[config.mk]
export PLATFORM = sky130hd
export DESIGN_NAME = frame_filler
export DESIGN_NICKNAME = d
export VERILOG_FILES = /design/src/rtl/vga_pkg.sv /design/src/rtl/frame_filler_pattern_gen.sv /design/src/rtl/frame_filler.sv
export SDC_FILE = /design/constraint.sdc
export NUM_CORES = 1
export LEC_CHECK = 0
export ABC_AREA = 1
export BUFFER_PORTS_ARGS = -buffer_cell sky130_fd_sc_hd__buf_2
export CORE_ASPECT_RATIO = 0.7
export CORE_MARGIN = 2
export CORE_UTILIZATION = 40
export CTS_CLUSTER_SIZE = 24
export DETAILED_ROUTE_END_ITERATION = 12
export GPL_ROUTABILITY_DRIVEN = 0
export SYNTH_ARGS = -nofsm -noshare
export SYNTH_HDL_FRONTEND = slang
export SYNTH_SLANG_ARGS = --single-unit
[constraint.sdc]
create_clock -name clk_25MHz -period 3.08 [get_ports clk_25MHz]
set_input_delay 0.77 -clock clk_25MHz [delete_from_list [all_inputs] [get_ports clk_25MHz]]
set_output_delay 0.77 -clock clk_25MHz [all_outputs]
set_load 0.01 [all_outputs]
[src/rtl/vga_pkg.sv]
// Shared VGA/pixel-buffer types: RGB332 pixel, ping-pong buffer geometry and
// frame filler state encoding.
package vga_pkg;

    typedef struct packed {
        logic [2:0] r;
        logic [2:0] g;
        logic [1:0] b;
    } rgb332_t;

    localparam int PP_DEPTH = 768;
    localparam int PP_WIDTH = 32;

    typedef enum logic {
        IDLE,
        FILL
    } filler_state_t;

endpackage

[src/rtl/frame_filler_pattern_gen.sv]
// Combinational animated test pattern: (x, y, frame) -> RGB332 pixel.
// Kept standalone so sprite/tile generators can be swapped in later.
module pattern_gen
    import vga_pkg::*;
(
    input  logic [2:0] x,
    input  logic [2:0] y,
    input  logic [4:0] f,
    output rgb332_t    pix
);

    always_comb begin
        pix.r = x ^ f[2:0];
        pix.g = y;
        pix.b = f[4:3];
    end

endmodule

[src/rtl/frame_filler.sv]
// Writes one test-pattern frame into the ping-pong back buffer per vsync falling edge.
// Optional FRAME_FILLER_CHECKSUM_EN adds a per-frame 16-bit sum of written pixels.
module frame_filler
    import vga_pkg::*;
#(
    parameter int DEPTH  = PP_DEPTH,
    parameter int WIDTH  = PP_WIDTH,
    parameter int ADDR_W = 10
) (
    input  logic              clk_25MHz,
    input  logic              rst,
    input  logic              vsync,
    input  logic              wr_ready,
    output logic              wr_en,
    output logic [ADDR_W-1:0] wr_addr,
    output logic [7:0]        wr_data,
    output logic              busy,
    output logic              done,
    output logic [7:0]        frame_cnt,
    output logic              overrun
`ifdef FRAME_FILLER_CHECKSUM_EN
    ,
    output logic [15:0]       checksum
`endif
);

    localparam int ROWS = DEPTH / WIDTH;
    localparam int X_W  = ($clog2(WIDTH) > 3) ? $clog2(WIDTH) : 3;
    localparam int Y_W  = ($clog2(ROWS) > 3) ? $clog2(ROWS) : 3;
    localparam logic [ADDR_W-1:0] LAST_ADDR = ADDR_W'(DEPTH - 1);
    localparam logic [X_W-1:0]    LAST_X    = X_W'(WIDTH - 1);

    filler_state_t  state;
    logic           vsync_q;
    logic [X_W-1:0] x;
    logic [Y_W-1:0] y;
    logic           start;
    logic           accept;
    logic           last;
    logic [X_W-1:0] px;
    logic [Y_W-1:0] py;
    logic [4:0]     pf;
    rgb332_t        pix;

    assign start  = vsync_q & ~vsync;
    assign accept = wr_en & wr_ready;
    assign last   = accept && (wr_addr == LAST_ADDR);

    // Outputs are registered, so the pattern is evaluated for the pixel that
    // will be presented next: (0,0) with the incremented count at fill start,
    // otherwise the successor of the pixel currently on the port.
    always_comb begin
        px = '0;
        py = '0;
        pf = frame_cnt[4:0] + 5'd1;
        if (state == FILL) begin
            pf = frame_cnt[4:0];
            if (x == LAST_X) begin
                py = y + Y_W'(1);
            end else begin
                px = x + X_W'(1);
                py = y;
            end
        end
    end

    pattern_gen u_pattern_gen (
        .x   (px[2:0]),
        .y   (py[2:0]),
        .f   (pf),
        .pix (pix)
    );

    always_ff @(posedge clk_25MHz) begin
        if (rst) begin
            state     <= IDLE;
            vsync_q   <= 1'b1;
            x         <= '0;
            y         <= '0;
            wr_en     <= 1'b0;
            wr_addr   <= '0;
            wr_data   <= '0;
            busy      <= 1'b0;
            done      <= 1'b0;
            frame_cnt <= '0;
            overrun   <= 1'b0;
        end else begin
            vsync_q <= vsync;
            done    <= 1'b0;
            case (state)
                IDLE: begin
                    if (start) begin
                        state     <= FILL;
                        x         <= px;
                        y         <= py;
                        wr_en     <= 1'b1;
                        wr_addr   <= '0;
                        wr_data   <= pix;
                        busy      <= 1'b1;
                        frame_cnt <= frame_cnt + 8'd1;
                    end
                end
                FILL: begin
                    // An edge coinciding with the final accept is simply dropped.
                    if (start && !last) begin
                        overrun <= 1'b1;
                    end
                    if (last) begin
                        state <= IDLE;
                        wr_en <= 1'b0;
                        busy  <= 1'b0;
                        done  <= 1'b1;
                    end else if (accept) begin
                        x       <= px;
                        y       <= py;
                        wr_addr <= wr_addr + ADDR_W'(1);
                        wr_data <= pix;
                    end
                end
            endcase
        end
    end

`ifdef FRAME_FILLER_CHECKSUM_EN
    logic [15:0] acc;

    always_ff @(posedge clk_25MHz) begin
        if (rst) begin
            acc      <= '0;
            checksum <= '0;
        end else if (state == IDLE && start) begin
            acc <= '0;
        end else if (accept) begin
            acc <= acc + {8'h00, wr_data};
            if (last) begin
                checksum <= acc + {8'h00, wr_data};
            end
        end
    end
`endif

endmodule

# == Yosys cells after proc, flatten, opt, wreduce, memory -nomap -nowiden ==
# Cells that the tools add are included.
# word_totals
register_bits,41
latch_bits,0
mem_bits_rw,0
mem_bits_ro,0
inputBits,4
out_inout_bits,30
wordCells,62
mem_count,0
# classes
n_addsub,5
n_mul,0
div_mod_pow,0
order_cmp,0
n_eq_ne,6
n_shift,0
muxes,28
bitwise,5
reduce_logical,8
# op_table
operator,n
$mux 5,11
$mux 10,3
$mux 8,3
$pmux 10 s2,1
$pmux 5 s2,2
$pmux 8 s2,1
$add 5x1->5 const B,3
$add 10x1->10 const B,1
$eq 10x10->1 const B,1
$add 8x1->8 const B,1
$reduce_and 2->1,3
$eq 5x5->1 const B,1
$mux 1,5
$ne 2x1->1 const B,2
$ne 2x2->1 const B,2
$pmux 1 s2,2
$reduce_and 3->1,1
$xor 3x3->3,1
$and 1x1->1,2
$logic_and 1x1->1,2
$not 1->1,2
$reduce_or 2->1,1
$logic_not 1->1,1

# == Logic depth before layout (Yosys ltp) ==
# logic_depth
ltp_word,7
mapped_depth,10
mapped_depth_nobuf,9

# == Hierarchy ==
# A second synthesis with hierarchy kept.
# unflattened
cells_unflattened,305
area_unflattened_um2,2089.5
# modules_own_cells
mod,n_inst,cells_each,area_per_inst_um2,seq_area_each_um2
frame_filler,1,285,1995.7,780.7
pattern_gen,1,20,93.8,0.0

# == Worst setup path after synthesis ==
# Ideal clock, no wire load.
# synth_timing
kind,in2reg
start,input port vsync
end,register frame_cnt[7]
t_arrival_ns,1.539
path_slack_ns,1.424
stages,7
n_path_buf,1
path_cell_list,inv_1 nand3_2 buf_2 nor3_4 nand3_1 o21ai_1 a21oi_1
# synth_between
elab_chain_cells,3
# synth_lines
item,line,text
start: declaration,frame_filler.sv:12,"input logic vsync,"
$not 1->1,frame_filler.sv:45,assign start = vsync_q & ~vsync;
$and 1x1->1,frame_filler.sv:45,
$reduce_and 2->1 (no source line),-,
end signal: assignment,frame_filler.sv:100,frame_cnt <= frame_cnt + 8'd1;
end: declaration,frame_filler.sv:19,"output logic [7:0] frame_cnt,"
# No other way between the ends.
# A chain may end at the register's enable or synchronous reset.

# == Worst setup path after layout ==
# layout_timing
start,register state
end,register wr_addr[6]
# layout_between
elab_chain_cells,3
elab_cells_between_ends,6
cone_classes,eq/ne: 3; mux: 1; bitwise: 1; reduce/logical: 1
# layout_lines
item,line,text
start: declaration,frame_filler.sv:33,filler_state_t state;
start signal: assignment,frame_filler.sv:76,state <= IDLE;
start signal: assignment,frame_filler.sv:93,state <= FILL;
start signal: assignment,frame_filler.sv:109,state <= IDLE;
$not 1->1,-,
$ne 2x2->1 (no source line),-,
$reduce_and 3->1 (no source line),-,
end signal: assignment,frame_filler.sv:116,wr_addr <= wr_addr + ADDR_W'(1);
end: declaration,frame_filler.sv:15,"output logic [ADDR_W-1:0] wr_addr,"
# Several ways; a longest one is shown, not always the timed one.

==> metrics.yaml <==
sta:
  period_share: 0.6588
  relSlewSlack: 0.5857
  final-setup-viol-count: 0
  setup-tns-final_ns: 0
  fmax_mhz: 492.9
  layout_min_cycle_time_ns: 2.029
  hold_viol: 0
  rsz0062_at_grt: "no"
  tightestPinTransition_ns: 0.6208
  fin_skew_ns: 0.008031
  finalMaxSlewViolations: 0
global_routing:
  grt_pass1_wl_um: 6803
  track_usage: 0.1683
  antenna_found_initial: 0
  grt_max_degree: 24
  first_global_vias: 1397
  grt-ovfl-total: 0
finish:
  fin_area_um2: 2083
  num-nets-final: 289
  diodes: 0
  syn2layout_area_growth_pct: 13.03
  postLayoutCoreUtil: 0.4757
  drive_gt1_frac: 0.2171
  nFillCells: 454
  fin_cells: 336
clock_tree:
  cts_resized: 0
  cts_setup_buffers: 0
  clock_latency_ns: 0.29
  clk_pin_slew_worst_paths_ns: 0.08
  cts_made_buffers: 5
  cts_root_buf: "clkbuf_8"
  clock_sink_count: 36
  cts-hold-fix-buffers: 0
  ctsHtreeMaxLevel: 2
  clock_path_buffers: 2
  cts_tree: "done"
synth:
  synthesis.area_um2: 1843
  synth-simple-area-share: 0.2770
  netlist.area_leader.share: 0.3910
  synth_top_area_cell: "dfxtp_1"
  ys_seq_area_frac: 0.3910
  synth.area.top_cells: "dfxtp_1 39%, nand2_1 9.6%, nor2_1 6.9%"
  synth_warnings: 0
  synthCells: 251
  synthDistinctLibCells: 33
  synth_mux_area_frac: 0
  synth_xor_area_frac: 0.02376
  yosys_most_used_dff: "dfxtp_1"
  synth_fa_ha_area_frac: 0.03394
  synthArstFlopShare: 0
  synth_seq_cells: 36
  synth_top_family_by_area: "simple AND/OR/NAND/NOR gates"
  syn-num-nets: 260
  synth-compound-area-share: 0.1690
  synth_area_per_cell_um2: 7.343
  synth_edf_count: 0
die:
  die_y_um: 60.79
  design.core.area_um2: 4379
  fp.dieArea_um2: 5175
  rows: 20
  initial_utilization: 0.4209
  ioPinCount: 34
  die_w_um: 85.13
pwr:
  sw_frac_of_total: 0.2831
  power.total_uw: 984.2
  clock_power_share: 0.361
  pwr-share-comb: 0.127
  p_seq_frac: 0.512
  p_switching_uw: 278.7
  ir_drop_mv: 0.2233
  power.internal_uw: 705.6
  power.density_nw_per_um2: 472.4
  leakage_uw: 0.0009603
placement:
  detailed_place_hpwl_um: 2822
  portBuffers: 33
  dpl_cell_area_um2: 1991
  placed_cells: 328
drt:
  vias: 1651
  drc: 0
  first_iter_violations: 120
  drt_first_pass_iters: 4
  viasPerCell: 4.914
  wl_per_cell_um: 12.10
  wirelength_um: 4066
  final_antenna_net_count: 0
setup_path:
  worstPathRequired_ns: 3.26
  r2r-end: "wr_addr[6]"
  r2r_cells: 6
  path_max_fanout: 23
  crit_arrival_ns: 2.21
  worst-setup-path-type: "flip-flop to flip-flop"
  endpoint: "wr_addr[6]"
  worstSetupStartpointType: "flip-flop"
  end_kind: "flip-flop"
  timing.rr.start: "state"
  reg2reg_slack_ns: 1.05
  worstSetupStartpoint: "state"
hold_path:
  worstHoldPathType: "flip-flop to flip-flop"
  hold_depth: 1
job:
  maxCapViolations: 0
outcome:
  status: "completed"
## cells in the mapped netlist, types with 2 or more instances
cell and n:
o21ai_0 21, nand3_1 8, buf_2 2, nand4_1 2
xor2_1 5, nor2_1 34, buf_6 3, nand3_2 3
o21ai_1 3, dfxtp_1 36, clkbuf_1 4, ha_1 5
nand2_1 47, inv_1 27, a21oi_1 21, a21oi_2 3
a211oi_1 3, nand2_2 7, nor3_1 2, nor2_4 2
## cells by family (layout without fill, tap and decap cells)
logic type | after synthesis | count (layout)
adder cells (fa/ha/maj) | 5 | 5
AO/OA/AOI/OAI | 56 | 56
buffers and inverters | 39 | 69
AND/OR/NAND/NOR | 110 | 110
XOR/XNOR | 5 | 5
flip-flops | 36 | 36
## through the flow
step / hold slack [ns] / worst slack, ns
after floorplan: 0.4432 / 1.424
after global placement: 0.4554 / 1.112
after detailed placement: 0.4593 / 1.068
after CTS: 0.4776 / 1.092
after global routing: 0.4978 / 0.8831
final: 0.4748 / 1.051
## flip-flops by register name, indices dropped and copies added (netlist names)
name	cells
busy	1
done	1
frame_cnt	8
overrun	1
state	1
vsync_q	1
wr_addr	10
wr_data	8
x	5
## layout by cell type (no fill, tap or decap), types with 2 or more instances in the layout
master and count:
nand2_1 47, dfxtp_1 36, nor2_1 34, buf_2 33, inv_1 27, a21oi_1 21, o21ai_0 21, nand3_1 8
nand2_2 7, clkbuf_8 6, xor2_1 5, ha_1 5, nand3_2 3, a211oi_1 3, a21oi_2 3, o21ai_1 3
nor2_4 2, nand4_1 2, nor3_1 2, clkinv_2 2
## power groups by stage
stage                     Sequential, uW  Combinational, uW  Clock, uW
final                                504                125        356
after global routing                 507                143        388
after CTS                            504                125        361
after detailed placement             515                124          0
after global placement               515                124          0
after floorplan                      516               98.7          0
## area by class of cell
class                           instances  area, um2  area share
Multi-Input combinational cell        176      928.4      0.4456
Timing Repair Buffer                   33      165.2     0.07928
Tap cell                               55      68.82     0.03303
Clock inverter                          2      10.01    0.004805
Inverter                               28      107.6     0.05165
Sequential cell                        36      720.7      0.3459
Clock buffer                            6      82.58     0.03964
## how the worst min path moves through the flow
stage                       startpoint            to
after floorplan                   x[4]          x[4]
after global placement         overrun       overrun
after detailed placement       overrun       overrun
after CTS                      overrun       overrun
after global routing      frame_cnt[7]  frame_cnt[7]
final                          overrun       overrun
## critical path: stages, from the launching register on
cell and delay [ns]:
dfxtp_1 0.45, inv_1 0.43, nand3_2 0.36, nand2_4 0.35
inv_4 0.13, a21oi_1 0.14, nor2_1 0.05
## layer usage
metal / GRT usage / vias up / part of all wire
met5: 0 / - / 0
met4: 0.06122 / 0 / 0.011
met3: 0.04354 / 5 / 0.049
met2: 0.2310 / 34 / 0.39
met1: 0.2523 / 747 / 0.55
li1: - / 865 / -
No activity file was read; power rests on OpenSTA's default activity.
